**src/rtl/rom_arbiter_pkg.sv**
```systemverilog
`default_nettype none
// ============================================================================
// Module      : rom_arbiter_pkg
// Description : Shared constants for the instruction-ROM arbiter: bus widths,
//               chip-enable levels and FSM state encodings.
// Revision    : 1.0 - initial release
// ============================================================================
package rom_arbiter_pkg;

    localparam int unsigned C_INST_ADDR_BUS_W = 32;
    localparam int unsigned C_INST_BUS_W      = 32;
    localparam int unsigned C_DBG_LEN_BUS_W   = 3;

    localparam logic C_CHIP_ENABLE  = 1'b1;
    localparam logic C_CHIP_DISABLE = 1'b0;

    localparam logic [0:0] C_ROM_ARB_IDLE  = 1'b0;
    localparam logic [0:0] C_ROM_ARB_BURST = 1'b1;

endpackage : rom_arbiter_pkg
`default_nettype wire

```
**src/rtl/rom_arbiter.sv**
```systemverilog
`default_nettype none
// ============================================================================
// Module      : rom_arbiter
// Description : Shares one combinational ROM read port between instruction
//               fetch and a debug burst port, round-robin, 1-cycle data latency.
// Revision    : 1.0 - initial release
// ============================================================================
module rom_arbiter
    import rom_arbiter_pkg::*;
#(
    parameter int unsigned ADDR_W = C_INST_ADDR_BUS_W,
    parameter int unsigned DATA_W = C_INST_BUS_W,
    parameter int unsigned LEN_W  = C_DBG_LEN_BUS_W
) (
    input  logic              clk,
    input  logic              rst_n,

    input  logic              if_req,
    input  logic [ADDR_W-1:0] if_addr,
    output logic              if_gnt,
    output logic              if_rvalid,
    output logic [DATA_W-1:0] if_rdata,

    input  logic              dbg_req,
    input  logic [ADDR_W-1:0] dbg_addr,
    input  logic [LEN_W-1:0]  dbg_len,
    output logic              dbg_gnt,
    output logic              dbg_rvalid,
    output logic [DATA_W-1:0] dbg_rdata,
    output logic              dbg_done,

    output logic              rom_ce,
    output logic [ADDR_W-1:0] rom_addr,
    input  logic [DATA_W-1:0] rom_inst,

    output logic              busy
);

    logic [0:0]        state_q,      state_d;
    logic              rr_dbg_q,     rr_dbg_d;
    logic [ADDR_W-1:0] nxt_addr_q,   nxt_addr_d;
    logic [LEN_W-1:0]  beats_left_q, beats_left_d;
    logic              if_rvalid_q,  if_rvalid_d;
    logic [DATA_W-1:0] if_rdata_q,   if_rdata_d;
    logic              dbg_rvalid_q, dbg_rvalid_d;
    logic [DATA_W-1:0] dbg_rdata_q,  dbg_rdata_d;
    logic              dbg_done_q,   dbg_done_d;

    logic              w_in_burst;
    logic              w_fetch_win;
    logic              w_dbg_win;

    assign w_in_burst = (state_q == C_ROM_ARB_BURST);

    // Grants are gated by rst_n so they drop the instant reset is asserted.
    always_comb begin
        w_fetch_win = 1'b0;
        w_dbg_win   = 1'b0;
        if (rst_n && !w_in_burst) begin
            if (if_req && (!dbg_req || !rr_dbg_q)) begin
                w_fetch_win = 1'b1;
            end else if (dbg_req) begin
                w_dbg_win = 1'b1;
            end
        end
    end

    always_comb begin
        state_d      = state_q;
        rr_dbg_d     = rr_dbg_q;
        nxt_addr_d   = nxt_addr_q;
        beats_left_d = beats_left_q;
        if_rvalid_d  = 1'b0;
        if_rdata_d   = if_rdata_q;
        dbg_rvalid_d = 1'b0;
        dbg_rdata_d  = dbg_rdata_q;
        dbg_done_d   = 1'b0;
        rom_ce       = C_CHIP_DISABLE;
        rom_addr     = '0;

        if (w_fetch_win) begin
            rom_ce      = C_CHIP_ENABLE;
            rom_addr    = if_addr;
            if_rvalid_d = 1'b1;
            if_rdata_d  = rom_inst;
            rr_dbg_d    = 1'b1;
        end else if (w_dbg_win) begin
            rom_ce       = C_CHIP_ENABLE;
            rom_addr     = dbg_addr;
            dbg_rvalid_d = 1'b1;
            dbg_rdata_d  = rom_inst;
            dbg_done_d   = (dbg_len == '0);
            nxt_addr_d   = dbg_addr + ADDR_W'(4);
            beats_left_d = dbg_len;
            rr_dbg_d     = 1'b0;
            if (dbg_len != '0) begin
                state_d = C_ROM_ARB_BURST;
            end
        end else if (w_in_burst) begin
            // beats_left_q counts the beats still to issue, including this one.
            rom_ce       = C_CHIP_ENABLE;
            rom_addr     = nxt_addr_q;
            dbg_rvalid_d = 1'b1;
            dbg_rdata_d  = rom_inst;
            dbg_done_d   = (beats_left_q == LEN_W'(1));
            nxt_addr_d   = nxt_addr_q + ADDR_W'(4);
            beats_left_d = beats_left_q - LEN_W'(1);
            if (beats_left_q == LEN_W'(1)) begin
                state_d = C_ROM_ARB_IDLE;
            end
        end
    end

    always_ff @(posedge clk or negedge rst_n) begin
        if (!rst_n) begin
            state_q      <= C_ROM_ARB_IDLE;
            rr_dbg_q     <= 1'b0;
            nxt_addr_q   <= '0;
            beats_left_q <= '0;
            if_rvalid_q  <= 1'b0;
            if_rdata_q   <= '0;
            dbg_rvalid_q <= 1'b0;
            dbg_rdata_q  <= '0;
            dbg_done_q   <= 1'b0;
        end else begin
            state_q      <= state_d;
            rr_dbg_q     <= rr_dbg_d;
            nxt_addr_q   <= nxt_addr_d;
            beats_left_q <= beats_left_d;
            if_rvalid_q  <= if_rvalid_d;
            if_rdata_q   <= if_rdata_d;
            dbg_rvalid_q <= dbg_rvalid_d;
            dbg_rdata_q  <= dbg_rdata_d;
            dbg_done_q   <= dbg_done_d;
        end
    end

    assign if_gnt     = w_fetch_win;
    assign dbg_gnt    = w_dbg_win;
    assign busy       = w_in_burst;
    assign if_rvalid  = if_rvalid_q;
    assign if_rdata   = if_rdata_q;
    assign dbg_rvalid = dbg_rvalid_q;
    assign dbg_rdata  = dbg_rdata_q;
    assign dbg_done   = dbg_done_q;

endmodule : rom_arbiter
`default_nettype wire

```
**config.mk**
```make
export PLATFORM = sky130hd
export DESIGN_NAME = rom_arbiter
export DESIGN_NICKNAME = d
export VERILOG_FILES = /design/src/rtl/rom_arbiter_pkg.sv /design/src/rtl/rom_arbiter.sv
export SDC_FILE = /design/constraint.sdc
export NUM_CORES = 1
export LEC_CHECK = 0
export CAP_MARGIN = 20
export CORE_MARGIN = 1
export CORE_UTILIZATION = 62
export DETAILED_ROUTE_END_ITERATION = 16
export DONT_BUFFER_PORTS = 1
export MAX_ROUTING_LAYER = met4
export PLACE_DENSITY_LB_ADDON = 0.15
export SYNTH_ARGS = -nofsm -noshare
export SYNTH_HDL_FRONTEND = slang
export SYNTH_SLANG_ARGS = --single-unit
```
**constraint.sdc**
```tcl
create_clock -name clk -period 7.7 [get_ports clk]
set_input_delay 0.385 -clock clk [delete_from_list [all_inputs] [get_ports clk]]
set_output_delay 0.385 -clock clk [all_outputs]
set_load 0.1 [all_outputs]
```
==> results.yml <==
clock_tree:
  numCtsBuffers: 9
  clockBufferDepth: 2
  cts-root-buf: "clkbuf_8"
  cts_tree: "built"
  cts_max_level: 3
  clk_pin_slew_worst_paths_ps: 110
  clock_sinks: 104
  clk_latency_ps: 370
routing:
  viasPerCell: 6.799
  vias: 4861
  drcViolationCount: 0
  wl_mm: 15.72
  firstDrtPassIters: 6
  routedWlPerCell_um: 21.98
  ant_nets: 0
  drt_iter0_drc: 379
global_routing:
  grt_max_degree: 105
  antenna_found_initial: 1
  grt_overflow: 0
  grt_pass1_wl_mm: 24.40
  grt_usage_pct: 32.52
  first_global_vias: 4869
outcome:
  outcome: "completed"
critical_path:
  crit_end: "rom_addr[24]"
  r2r_setup_slack_ps: 3240
  reg2regPathDepth: 12
  cp-startpoint: "busy"
  endpoint_kind: "output pin"
  cp-start-kind: "flip-flop"
  crit_required_ps: 7320
  worstReg2RegStart: "busy"
  crit_arrival_ps: 4350
  worst-path-max-fanout: 59
  r2r_end: "nxt_addr_q[24]"
  crit_type: "flip-flop to output pin"
die:
  ios: 206
  start_util_pct: 64.12
  rows: 35
  die_w_um: 99.99
  die_y_um: 99.99
  core_um2: 9284
  dieArea_um2: 9998
timing:
  drv_slew: 0
  fin_crit_sh_pct: 61.49
  relSlewSlack_pct: 33.07
  hold_viol: 0
  finalSetupTns_ps: 0
  grt_setup_unrepaired: "false"
  fin_ws_ps: 2965
  fin_worst_skew_ps: 15.26
  setup_violations: 0
  max_slew.worst_pin.slew_ps: 1008
  fmax_ghz: 0.2112
  min_period_ps: 4735
final_layout:
  fin_util_pct: 67.70
  layout-drive-gt1-share_pct: 18.12
  multi_input_area_um2: 3088
  area_growth_pct: 5.570
  nFillCells: 776
  regArea_um2: 2604
  layout.nets: 686
  design_area_um2: 6285
logic_synthesis:
  syn_inst: 600
  synth_edf_count: 0
  synthTopCellsByCount: "104 x dfrtp_1, 70 x mux2_2, 64 x nand2_1, 31 x inv_1"
  async_flop_share_pct: 100.0
  netlist_area_um2: 5953
  synth_top_area_cell: "dfrtp_1"
  syn_nets: 706
  synth_top_area_share_pct: 43.72
  synth_area_leaders: "dfrtp_1 44%, mux2_2 13%, nand2_1 4.0%, xnor2_1 3.5%, a222oi_1 3.2%"
  yosysMostFrequentCell: "dfrtp_1"
  ys_seq_area_share_pct: 43.72
  synth.avg_cell_area_um2: 9.922
  ys_warn_count: 0
  ys_ff_latch: 104
  yosysUniqueCellTypes: 58
  yosys_most_used_dff: "dfrtp_1"
place:
  hpwl_mm: 11.11
  place_ws_ps: 3331
  dpl_cell_area_um2: 6023
  portBuffers: 0
  gp_congestion: 0.9397
worst_hold_path:
  min_path_type: "primary input to flip-flop"
job:
  maxCapViolCount: 0
[metrics by stage]
| stage | hold slack (ps) | instances |
|---|---|---|
| after global placement | 91.67 | 696 |
| after detailed placement | 91.41 | 696 |
| final | 122.1 | 715 |
| after global routing | 115.3 | 715 |
| after floorplan | 89.41 | 600 |
| after CTS | 116.0 | 714 |
[kinds of logic after synthesis]
kind of cell               Yosys count  synth area share (%)
AOI/OAI and AO/OA                  129                 16.25
xor gates and xnor gates            33                 4.855
adders and majority gates            3                0.6306
buffers and inverters               71                 4.645
DFF                                104                 43.72
muxes                               80                 14.92
and+or+nand+nor                    180                 14.99
[timing repair]
action,4_1_cts,5_1_grt
gates resized for setup,0,0
setup endpoints to repair,0,0
hold buffers,2,0
setup buffers,0,0
endpoints found under the hold margin,104,0
[layout make-up]
| cell class | count | share of cell area, % |
|---|---|---|
| diodes | 1 | 0.03982 |
| clock buffers | 9 | 1.971 |
| clock inverters | 7 | 1.553 |
| inverters | 31 | 1.871 |
| multi-input cells | 425 | 49.13 |
| flip-flops and latches | 104 | 41.43 |
| well taps | 129 | 2.568 |
| repair buffers | 9 | 1.433 |
[registers in the layout, indices dropped and copies added (netlist names)]
name,count
beats_left_q,3
if_rdata,32
dbg_rdata,32
if_rvalid,1
dbg_done,1
busy,1
rr_dbg_q,1
dbg_rvalid,1
nxt_addr_q,32
[worst min-delay path by stage]
stage / from / end / slack [ps] / cells after the start
6_report: dbg_addr[1] / nxt_addr_q[1] / 120 / 2
5_1_grt: dbg_addr[1] / nxt_addr_q[1] / 120 / 2
4_1_cts: dbg_addr[1] / nxt_addr_q[1] / 120 / 2
3_5_place_dp: rst_n / nxt_addr_q[23] / 90 / 0
3_3_place_gp: rst_n / dbg_rdata[14] / 90 / 0
2_1_floorplan: rst_n / beats_left_q[0] / 90 / 0
[cell usage in the layout (no fill, tap or decap), types with 3 or more instances in the layout]
master | synthesis | layout
and2_1 | 5 | 5
a221oi_1 | 8 | 8
nand4_1 | 29 | 29
nor4_1 | 7 | 7
a211oi_1 | 17 | 17
nand3_1 | 12 | 12
inv_1 | 31 | 30
mux2i_1 | 10 | 10
nor4b_1 | 3 | 3
o211ai_1 | 3 | 3
a21oi_1 | 19 | 18
o21ai_0 | 22 | 22
dfrtp_1 | 104 | 103
and3_1 | 7 | 7
a311oi_1 | 3 | 3
a2111oi_0 | 5 | 5
o22ai_1 | 3 | 3
ha_1 | 3 | 3
nand2_1 | 64 | 64
a22oi_1 | 8 | 8
nor2_1 | 29 | 28
clkbuf_8 | 0 | 9
buf_4 | 1 | 7
inv_8 | 0 | 3
xnor2_1 | 24 | 24
a222oi_1 | 19 | 19
nor3_1 | 10 | 10
xor2_1 | 9 | 9
mux2_2 | 70 | 70
[worst max-delay path, cell delays in order, from the launching register on]
cell,delay [ps]
dfrtp_2,700
buf_4,590
and3b_1,440
nand2_1,130
buf_4,330
clkinv_2,460
buf_4,460
a22oi_1,240
nand2_1,580
[metal layers]
| layer | vias up | global-route usage [%] | wire [um] |
|---|---|---|---|
| li1 | 2191 | - | - |
| met4 | 0 | 13.15 | 393 |
| met1 | 2370 | 38.88 | 5944 |
| met5 | - | - | 0 |
| met2 | 267 | 52.41 | 7714 |
| met3 | 33 | 8.983 | 1665 |
Power is left out: the tool's default activity adds up to more than one toggle a clock period on the data nets, which glitch-free logic cannot reach.
